$ cat src/rtl/sdio_cardpwr_pkg.sv
// ---------------------------------------------------------------------------
// sdio_cardpwr_pkg
//   Shared definitions for the card-slot power/presence sequencer:
//   FSM state encodings (S_OFF..S_DRAIN, encoded 0..4, also visible on the
//   debug state output) and a small helper used for counter sizing.
// ---------------------------------------------------------------------------
package sdio_cardpwr_pkg;

  typedef enum logic [2:0] {
    S_OFF   = 3'd0,
    S_RAMP  = 3'd1,
    S_RST   = 3'd2,
    S_READY = 3'd3,
    S_DRAIN = 3'd4
  } state_e;

  function automatic int unsigned max_u(input int unsigned a, input int unsigned b);
    return (a > b) ? a : b;
  endfunction

endpackage

$ cat src/rtl/sdio_cardpwr_if.sv
// ---------------------------------------------------------------------------
// sdio_cardpwr_if
//   Slot-side and controller-side signals of the card power sequencer.
//   slave  : the sequencer (consumes pin/requests, drives power/reset/detect)
//   master : whoever drives the pin and requests (board / controller / bench)
//   Signals:
//     i_card_detect  raw async card-detect pin
//     i_force_off    software power-off request (level)
//     i_1p8v_req     1.8V request from controller
//     o_card_detect  clean presence to controller
//     o_card_pwr     card rail enable
//     o_vsel_1p8     regulator select, 1 = 1.8V
//     o_sdio_reset   active-high controller reset
//     o_state        FSM state (debug)
//     o_int/i_int_ack  presence-change interrupt, only with SDIO_CARDPWR_IRQ_EN
// ---------------------------------------------------------------------------
interface sdio_cardpwr_if;

  logic       i_card_detect;
  logic       i_force_off;
  logic       i_1p8v_req;
  logic       o_card_detect;
  logic       o_card_pwr;
  logic       o_vsel_1p8;
  logic       o_sdio_reset;
  logic [2:0] o_state;
`ifdef SDIO_CARDPWR_IRQ_EN
  logic       o_int;
  logic       i_int_ack;

  modport slave (
    input  i_card_detect, i_force_off, i_1p8v_req, i_int_ack,
    output o_card_detect, o_card_pwr, o_vsel_1p8, o_sdio_reset, o_state, o_int
  );

  modport master (
    output i_card_detect, i_force_off, i_1p8v_req, i_int_ack,
    input  o_card_detect, o_card_pwr, o_vsel_1p8, o_sdio_reset, o_state, o_int
  );
`else
  modport slave (
    input  i_card_detect, i_force_off, i_1p8v_req,
    output o_card_detect, o_card_pwr, o_vsel_1p8, o_sdio_reset, o_state
  );

  modport master (
    output i_card_detect, i_force_off, i_1p8v_req,
    input  o_card_detect, o_card_pwr, o_vsel_1p8, o_sdio_reset, o_state
  );
`endif

endinterface

$ cat src/rtl/sdio_cardpwr_debounce.sv
// ---------------------------------------------------------------------------
// sdio_cardpwr_debounce
//   2-FF synchroniser, polarity fix and stability filter for a slow
//   mechanical pin (card detect; equally usable for write-protect).
//   The filtered level changes only after the synchronised level has
//   differed from it continuously long enough for the LGDEBOUNCE-bit
//   counter to reach all-ones.
//   Ports:
//     i_clk, i_reset_n  clock, synchronous active-low reset
//     i_raw             raw asynchronous pin
//     o_debounced       filtered level, 1 = asserted (card present)
//   Parameters:
//     LGDEBOUNCE  filter counter width
//     OPT_CD_LOW  1: pin is active-low
// ---------------------------------------------------------------------------
module sdio_cardpwr_debounce #(
  parameter int unsigned LGDEBOUNCE = 20,
  parameter bit          OPT_CD_LOW = 1'b1
) (
  input  logic i_clk,
  input  logic i_reset_n,
  input  logic i_raw,
  output logic o_debounced
);

  // Raw pin level that means "not asserted"; the synchroniser resets to it
  // so leaving reset never looks like an edge.
  localparam logic RAW_IDLE = OPT_CD_LOW;

  logic [1:0]            sync_q;
  logic [LGDEBOUNCE-1:0] cnt_q;
  logic                  deb_q;
  logic                  synced;

  assign synced = sync_q[1] ^ RAW_IDLE;

  // NOTE: sequential state is written with non-blocking assignments only, so
  // every flop samples the pre-edge value of every other flop.
  always_ff @(posedge i_clk) begin
    if (!i_reset_n) begin
      sync_q <= {2{RAW_IDLE}};
      cnt_q  <= '0;
      deb_q  <= 1'b0;
    end else begin
      sync_q <= {sync_q[0], i_raw};
      if (synced == deb_q) begin
        // Agreement (or a bounce back) restarts the stability window.
        cnt_q <= '0;
      end else if (&cnt_q) begin
        deb_q <= synced;
        cnt_q <= '0;
      end else begin
        cnt_q <= cnt_q + 1'b1;
      end
    end
  end

  assign o_debounced = deb_q;

endmodule

$ cat src/rtl/sdio_cardpwr.sv
// ---------------------------------------------------------------------------
// sdio_cardpwr
//   Card-slot power/presence sequencer sitting upstream of the SD/eMMC
//   controller. Debounces card detect, ramps the card rail, holds the
//   controller in reset until the rail is stable, then presents a clean
//   card-detect and follows 1.8V select requests. Removal or software off
//   always discharges the rail for a full ramp time before re-power.
//   Ports:
//     i_clk, i_reset_n  clock, synchronous active-low reset
//     bus (slave)       pin, requests, power/reset/detect/vsel outputs,
//                       debug state, optional interrupt
//   Parameters:
//     LGDEBOUNCE  presence stability filter width
//     PWR_RAMP    rail ramp cycles, also rail discharge cycles
//     RST_HOLD    controller reset hold after ramp (>=1)
//     OPT_CD_LOW  1: raw detect pin is active-low
//   Build option:
//     SDIO_CARDPWR_IRQ_EN  adds o_int (set on either presence edge, cleared
//                          by i_int_ack, set wins) and the edge logic.
// ---------------------------------------------------------------------------
module sdio_cardpwr
  import sdio_cardpwr_pkg::*;
#(
  parameter int unsigned LGDEBOUNCE = 20,
  parameter int unsigned PWR_RAMP   = 250000,
  parameter int unsigned RST_HOLD   = 16,
  parameter bit          OPT_CD_LOW = 1'b1
) (
  input  logic           i_clk,
  input  logic           i_reset_n,
  sdio_cardpwr_if.slave  bus
);

  localparam int unsigned CW = $clog2(max_u(PWR_RAMP, RST_HOLD) + 1);
  localparam logic [CW-1:0] RAMP_LOAD = CW'(PWR_RAMP - 1);
  localparam logic [CW-1:0] HOLD_LOAD = CW'(RST_HOLD - 1);

  state_e        state_q, state_d;
  logic [CW-1:0] cnt_q, cnt_d;
  logic          pwr_q, pwr_d;
  logic          rst_q, rst_d;
  logic          cd_q, cd_d;
  logic          vsel_q, vsel_d;
  logic          present;
  logic          drop;

  sdio_cardpwr_debounce #(
    .LGDEBOUNCE (LGDEBOUNCE),
    .OPT_CD_LOW (OPT_CD_LOW)
  ) u_debounce (
    .i_clk       (i_clk),
    .i_reset_n   (i_reset_n),
    .i_raw       (bus.i_card_detect),
    .o_debounced (present)
  );

  // Software off outranks presence: either one tears a powered slot down.
  assign drop = !present || bus.i_force_off;

  // NOTE: every signal assigned in this always_comb gets a default first, so
  // no path leaves it unassigned and no latch is inferred.
  always_comb begin
    state_d = state_q;
    cnt_d   = (cnt_q != '0) ? cnt_q - 1'b1 : '0;

    unique case (state_q)
      S_OFF: begin
        cnt_d = '0;
        if (present && !bus.i_force_off) begin
          state_d = S_RAMP;
          cnt_d   = RAMP_LOAD;
        end
      end
      S_RAMP: begin
        if (drop) begin
          state_d = S_DRAIN;
          cnt_d   = RAMP_LOAD;
        end else if (cnt_q == '0) begin
          state_d = S_RST;
          cnt_d   = HOLD_LOAD;
        end
      end
      S_RST: begin
        if (drop) begin
          state_d = S_DRAIN;
          cnt_d   = RAMP_LOAD;
        end else if (cnt_q == '0) begin
          state_d = S_READY;
        end
      end
      S_READY: begin
        if (drop) begin
          state_d = S_DRAIN;
          cnt_d   = RAMP_LOAD;
        end
      end
      S_DRAIN: begin
        // Runs to completion regardless of presence; re-power only via OFF.
        if (cnt_q == '0) state_d = S_OFF;
      end
      default: begin
        state_d = S_OFF;
        cnt_d   = '0;
      end
    endcase

    // Outputs are registered from the current state, so they follow a state
    // change by one cycle and are glitch-free at the regulator.
    pwr_d  = (state_q == S_RAMP) || (state_q == S_RST) || (state_q == S_READY);
    rst_d  = (state_q != S_READY);
    cd_d   = (state_q == S_READY);
    vsel_d = (state_q == S_READY) && (vsel_q || bus.i_1p8v_req);
  end

  // NOTE: reset is synchronous and covers every flop here; there are no
  // memories, so nothing is left to power up undefined.
  always_ff @(posedge i_clk) begin
    if (!i_reset_n) begin
      state_q <= S_OFF;
      cnt_q   <= '0;
      pwr_q   <= 1'b0;
      rst_q   <= 1'b1;
      cd_q    <= 1'b0;
      vsel_q  <= 1'b0;
    end else begin
      state_q <= state_d;
      cnt_q   <= cnt_d;
      pwr_q   <= pwr_d;
      rst_q   <= rst_d;
      cd_q    <= cd_d;
      vsel_q  <= vsel_d;
    end
  end

  assign bus.o_card_pwr    = pwr_q;
  assign bus.o_sdio_reset  = rst_q;
  assign bus.o_card_detect = cd_q;
  assign bus.o_vsel_1p8    = vsel_q;
  assign bus.o_state       = state_q;

`ifdef SDIO_CARDPWR_IRQ_EN
  logic pres_prev_q;
  logic int_q;

  always_ff @(posedge i_clk) begin
    if (!i_reset_n) begin
      pres_prev_q <= 1'b0;
      int_q       <= 1'b0;
    end else begin
      pres_prev_q <= present;
      // A fresh edge wins over an acknowledge in the same cycle.
      int_q       <= (present != pres_prev_q) || (int_q && !bus.i_int_ack);
    end
  end

  assign bus.o_int = int_q;
`endif

endmodule
$ cat src/flat_wrapper.sv
// flat-port wrapper written by rule: the top's interface ports become plain ports
module sdio_cardpwr_flat import sdio_cardpwr_pkg::*;
#(
  parameter int unsigned LGDEBOUNCE = 20,
  parameter int unsigned PWR_RAMP   = 250000,
  parameter int unsigned RST_HOLD   = 16,
  parameter bit          OPT_CD_LOW = 1'b1
)
  (i_clk, i_reset_n, bus_i_card_detect, bus_i_force_off, bus_i_1p8v_req, bus_o_card_detect, bus_o_card_pwr, bus_o_vsel_1p8, bus_o_sdio_reset, bus_o_state);
  sdio_cardpwr_if bus_i ();
  input  logic i_clk;
  input  logic i_reset_n;
  input wire logic [$bits(bus_i.i_card_detect)-1:0] bus_i_card_detect;
  input wire logic [$bits(bus_i.i_force_off)-1:0] bus_i_force_off;
  input wire logic [$bits(bus_i.i_1p8v_req)-1:0] bus_i_1p8v_req;
  output wire logic [$bits(bus_i.o_card_detect)-1:0] bus_o_card_detect;
  output wire logic [$bits(bus_i.o_card_pwr)-1:0] bus_o_card_pwr;
  output wire logic [$bits(bus_i.o_vsel_1p8)-1:0] bus_o_vsel_1p8;
  output wire logic [$bits(bus_i.o_sdio_reset)-1:0] bus_o_sdio_reset;
  output wire logic [$bits(bus_i.o_state)-1:0] bus_o_state;
  assign bus_i.i_card_detect = bus_i_card_detect;
  assign bus_i.i_force_off = bus_i_force_off;
  assign bus_i.i_1p8v_req = bus_i_1p8v_req;
  assign bus_o_card_detect = bus_i.o_card_detect;
  assign bus_o_card_pwr = bus_i.o_card_pwr;
  assign bus_o_vsel_1p8 = bus_i.o_vsel_1p8;
  assign bus_o_sdio_reset = bus_i.o_sdio_reset;
  assign bus_o_state = bus_i.o_state;
  sdio_cardpwr #(.LGDEBOUNCE(LGDEBOUNCE), .PWR_RAMP(PWR_RAMP), .RST_HOLD(RST_HOLD), .OPT_CD_LOW(OPT_CD_LOW)) u_core (.i_clk(i_clk), .i_reset_n(i_reset_n), .bus(bus_i));
endmodule
$ cat config.mk
export PLATFORM = sky130hd
export DESIGN_NAME = sdio_cardpwr_flat
export DESIGN_NICKNAME = d
export VERILOG_FILES = /design/src/rtl/sdio_cardpwr_pkg.sv /design/src/rtl/sdio_cardpwr_if.sv /design/src/rtl/sdio_cardpwr_debounce.sv /design/src/rtl/sdio_cardpwr.sv /design/src/flat_wrapper.sv
export SDC_FILE = /design/constraint.sdc
export NUM_CORES = 1
export LEC_CHECK = 0
export ABC_AREA = 1
export BUFFER_PORTS_ARGS = -buffer_cell sky130_fd_sc_hd__buf_2
export CORE_MARGIN = 5
export CORE_UTILIZATION = 61
export DETAILED_ROUTE_END_ITERATION = 6
export PLACE_DENSITY_LB_ADDON = 0.08
export SETUP_SLACK_MARGIN = 0.02
export SYNTH_ARGS = -nofsm -noshare
export SYNTH_HDL_FRONTEND = slang
export SYNTH_HIERARCHICAL = 1
export SYNTH_SLANG_ARGS = --single-unit
export TNS_END_PERCENT = 5
$ cat constraint.sdc
create_clock -name i_clk -period 1.7 [get_ports i_clk]
set_input_delay 0.085 -clock i_clk [delete_from_list [all_inputs] [get_ports i_clk]]
set_output_delay 0.085 -clock i_clk [all_outputs]
set_load 0.005 [all_outputs]
* Word-level counts from Yosys, hierarchy flattened *
Cells that the tools add are included.
Widths: inputs -> output; s select.

storage, ports and cells
  bits in read-only memories = 0
  bits in latches = 0
  RAM bits = 0
  register bits after elaboration = 48
  input port bits = 5
  memories kept = 0
  output and inout port bits = 7

cells by class
  $lt $le $gt $ge = 0
  bitwise gates (word level) = 3
  divide/modulo/power cells = 0
  add/subtract/negate cells = 2
  equal/unequal tests = 11
  $mul = 0
  reduce and logical (&&, ||, !) cells = 16
  muxes and demuxes = 14
  shifts and indexed selects = 0

operators with widths
  cell                   count
  $mux 18                5
  $pmux 18 s4            1
  $mux 3                 7
  $reduce_and 21->1      1
  $add 20x1->20 const B  1
  $reduce_and 20->1      1
  $logic_not 18->1       1
  $reduce_bool 18->1     1
  $sub 18x1->18 const B  1
  $pmux 3 s5             1
  $eq 3x2->1 const B     2
  $ne 3x1->1 const B     2
  $reduce_and 5->1       1
  $logic_or 1x1->1       4
  $ne 2x1->1 const B     2
  $eq 3x1->1 const B     1
  $eq 3x3->1 const B     1
  $logic_not 3->1        1
  $ne 3x2->1 const B     1
  $not 1->1              3
  $reduce_or 3->1        1
  $logic_and 1x1->1      2
  $logic_not 1->1        2
  $ne 2x2->1 const B     1
  other kinds (2)        2

* Logic depth before layout (Yosys ltp) *
  word-level depth = 5
  gate-level depth with buffers = 10
  depth with buffers taken out = 10

* Cells and area by module *
The synthesis kept the hierarchy.

modules (own cells, without submodules)
  module                 cells an instance  area each (µm²)  times used  sequential area each (µm²)
  sdio_cardpwr           210                1498.9           1           500.5
  sdio_cardpwr_debounce  154                1121.1           1           460.4

* Worst setup path before layout *
No wires, ideal clock.

  path kind = register to register
  from = register u_core.cnt_q[0]
  to = register u_core.cnt_q[0]
  cell stages (with the launch flop) = 11
  path slack = 0.332 ns
  data arrival time = 1.240 ns
  library setup time = 0.128 ns
  cell sequence = dfxtp_1 inv_1 ha_1 nand4_2 nor2_4 nand2_4 buf_6 nand2_2 a21oi_1 nor2_1 nor2_1

between the ends
  word-level cells in the longest chain between the ends = 5
  elaborated cells on any way between the ends = 8
  classes of those cells = add/sub (1); mux (5); reduce/logical (2)

ends and longest elaborated chain
  element                                                     RTL line             source
  from (decl)                                                 sdio_cardpwr.sv:39   logic [CW-1:0] cnt_q, cnt_d;
  from (signal assigned)                                      sdio_cardpwr.sv:127  cnt_q <= cnt_d;
  $sub 18x1->18 / $reduce_bool 18->1 (equally long branches)  sdio_cardpwr.sv:64   cnt_d = (cnt_q != '0) ? cnt_q - 1'b1 : '0;
  $mux 18                                                     sdio_cardpwr.sv:64
  $mux 18                                                     sdio_cardpwr.sv:78   end else if (cnt_q == '0) begin
  $mux 18                                                     sdio_cardpwr.sv:75   if (drop) begin
  $pmux 18 s4 (*)                                             sdio_cardpwr.sv:66   unique case (state_q)

Every way passes the cells marked *; elsewhere a longest branch is shown, timed or not.
A chain may end at the register's enable or synchronous reset.

* Worst setup path in the final report *
  from = register u_core.u_debounce.cnt_q[0]
  to = register u_core.u_debounce.cnt_q[15]

between the ends
  word-level cells in the longest chain between the ends = 2
  elaborated cells on any way between the ends = 3
  classes of those cells = add/sub (1); reduce/logical (2)

ends and longest elaborated chain
  element                                                                RTL line                     source
  from (decl)                                                            sdio_cardpwr_debounce.sv:31  logic [LGDEBOUNCE-1:0] cnt_q;
  from (signal assigned)                                                 sdio_cardpwr_debounce.sv:53  cnt_q <= cnt_q + 1'b1;
  parallel branches: the longest is 2 deep, another holds $add 20x1->20  -

Several ways; the timed one is not identified.

==> flow_metrics.tcl <==
set metrics [dict create \
    layout.nets 390 \
    ys.flop_type "dfxtp_1" \
    cellPowerDensity_mw_per_mm2 1570 \
    holdPathStages 3 \
    fin_crit_ps 1490 \
    firstDrtPassIters 4 \
    n_antenna_cell 0 \
    dp_hpwl_um 3670 \
    hold_viol_final 0 \
    holdPathEnd "u_core/u_debounce/o_debounced" \
    finalWeightedCongestion 0.853 \
    insertion_delay_ps 300 \
    grt_pass1_vias 2048 \
    path_cells "ha_1 > nand2_1 > nor2_2 > nand2_2 > inv_2 > nand3_2 > nand2_2 > buf_4 > a21oi_1" \
    slowest_delay_ps 370 \
    overflow 0 \
    fin_crit_sh_pct 87.8 \
    ys.warnings.count 6 \
    yosys.cell_types.count 31 \
    yosysMostFrequentCell "nand2_1" \
    fmax_mhz 670 \
    finalMaxSlewViolations 0 \
    whs_ps 70.9 \
    drt_iter0_drc 111 \
    die_y_um 75.5 \
    synth_largest_area_cell "dfxtp_1" \
    netlist_top_cells_area "dfxtp_1 37%, nand2_1 12%, nor2_1 7.9%" \
    crit_type "flip-flop to flip-flop" \
    rsz0062_at_grt "yes" \
    rr_worst_depth 9 \
    worst_pin_slew_ps 455 \
    synth-seq-cells 48 \
    design.core.area_mm2 0.00409 \
    fin_setup_tns_ps 0 \
    rr_endpoint "u_core/u_debounce/cnt_q[15]" \
    worstPathRequired_ps 1890 \
    crit_arrival_ps 1680 \
    crit_fanout 14 \
    hp-class "input port to flip-flop" \
    synthCells 364 \
    hp-start "i_reset_n" \
    synth_fp_nets 372 \
    syn2layout_area_growth_pct 8.07 \
    grt_max_degree 16 \
    clock_skew_ps 3.95 \
    design.die.area_mm2 0.00571 \
    slew_headroom_pct 69.6 \
    wl_um 4860 \
    place.port_buffers 11 \
    power_leakage_nw 1.19 \
    drive_gt1_share_pct 18.5 \
    cts_max_level 2 \
    avgSynthCellArea_um2 7.20 \
    cpMaxStageDelayCell "dfxtp_1" \
    clockBufferDepth 2 \
    placed_area_mm2 0.00272 \
    syn_area_mm2 0.00262 \
    yosysSeqAreaShare_pct 36.7 \
    netlist.area_leader.share_pct 36.7 \
    ioPinCount 12 \
    path_clk_slew_ps 80 \
    fin_area_mm2 0.00283 \
    drc 0 \
    async_flop_share_pct 0 \
    post_drt_wl_per_cell_um 11.2 \
    setup_viol 0 \
    grt_pass1_wl_um 9070 \
    status "finished, final reports clean" \
    cts_buffers 5 \
    cp-end-kind "flip-flop" \
    num_vias 2218 \
    initial_core_util_pct 64.1 \
    cts_tree "built" \
    synth_commonest_cells "81 x nand2_1, 55 x nor2_1, 48 x dfxtp_1" \
    cts_root_buf "clkbuf_8" \
    clock_sinks 48 \
    cp-start-kind "flip-flop" \
    viasPerCell 5.12 \
    cap_violations 0 \
    rrSetupSlack_ps 210 \
    num_rows 23 \
    gr-usage-all-layers_pct 20.1 \
    grt_antenna_before_repair 0 \
    synth-edff-count 0 \
    timing.critical_path.mode_cell "nand2_2" \
    vdd_drop_max_uv 1080 \
    r2r-start "u_core/u_debounce/cnt_q[0]" \
    drtAntennaViolNets 0 \
    cts_setup_buffers 0 \
    die_w_um 75.5 \
]
-- how the worst max path moves through the flow --
stage	depth (start not counted)	start	endpoint
final	9	u_core/u_debounce/cnt_q[0]	u_core/u_debounce/cnt_q[15]
after global routing	9	u_core/u_debounce/cnt_q[0]	u_core/u_debounce/cnt_q[15]
after CTS	9	u_core/u_debounce/cnt_q[0]	u_core/u_debounce/cnt_q[15]
after detailed placement	9	u_core/u_debounce/cnt_q[0]	u_core/u_debounce/cnt_q[11]
after global placement	9	u_core/u_debounce/cnt_q[0]	u_core/u_debounce/cnt_q[11]
after floorplan	10	u_core/cnt_q[0]	u_core/cnt_q[0]
-- layout make-up --
type | instances | area [µm²]
Clock buffer | 7 | 86.3
Clock inverter | 1 | 7.51
Tap cell | 50 | 62.6
Sequential cell | 48 | 961
Fill cell | 365 | 1250
Timing Repair Buffer | 15 | 90.1
Inverter | 46 | 173
Multi-Input combinational cell | 266 | 1450
-- critical path, delay by kind of cell, from the launching register on --
kind	cells	cell delay, ps
simple gates	5	450
flops	1	370
buf+inv	2	280
fa+ha+maj	1	210
compound gates	1	60
-- kinds of logic (layout without fill, tap and decap cells) --
| kind of cell | count (synthesis) | in the layout | synth area share [%] |
|---|---|---|---|
| buf+inv | 50 | 69 | 8.02 |
| compound gates | 32 | 32 | 6.78 |
| fa+ha+maj | 3 | 3 | 1.43 |
| flops | 48 | 48 | 36.7 |
| simple gates | 211 | 211 | 40.4 |
| xor+xnor | 20 | 20 | 6.69 |
-- state kept, by name (all words and copies together) (netlist names) --
| name | flops |
|---|---|
| u_core/bus.o_sdio_reset | 1 |
| u_core/bus.o_card_pwr | 1 |
| u_core/u_debounce/o_debounced | 1 |
| u_core/bus.o_state | 3 |
| u_core/u_debounce/sync_q | 2 |
| u_core/bus.o_vsel_1p8 | 1 |
| u_core/u_debounce/cnt_q | 20 |
| u_core/cnt_q | 18 |
| u_core/bus.o_card_detect | 1 |
-- per-layer routing --
metal	global-route usage [%]	vias to the layer above	share of wire, %
met3	4.35	6	3.4
li1	-	1178	-
met5	0	-	0
met4	5.63	0	1.2
met1	28.9	1002	53
met2	30.3	32	43
-- placed cells by master (no fill, tap or decap), types with 6 or more instances in the layout --
cell type  synthesis  layout
xor2_1            12      12
a21oi_1           21      21
nor2_2             6       7
nand2_2            6       6
inv_1             38      37
buf_2              0      11
clkbuf_8           0       6
dfxtp_1           48      48
inv_2              8       9
nand3_1           29      29
nor2_4            12      12
xnor2_1            8       8
nor2_1            55      54
nand2_1           81      81
-- where the power goes --
part	leakage (nW)	switching (mW)	internal (mW)	total (mW)
Clock	0.0445	0.368	0.331	0.699
Sequential	0.390	0.145	1.28	1.42
Combinational	0.754	1.45	0.873	2.33
-- through the flow --
step                      utilization [%]  power [mW]  std cells  setup WS (ps)
after floorplan                         -        3.41        364            332
after global placement               66.4        3.73        423            219
after detailed placement             66.4        3.75        423            173
after CTS                            69.2        4.47        433            147
after global routing                 69.3        4.88        433           7.36
final                                69.3        4.45        433            207
-- what timing repair did --
item / 4_1_cts / 5_1_grt
setup endpoints to repair: 0 / 15
gates resized for setup: 0 / 2
endpoints found under the hold margin: 2 / 0
hold buffers: 2 / 0
(Power assumes the default switching activity.)
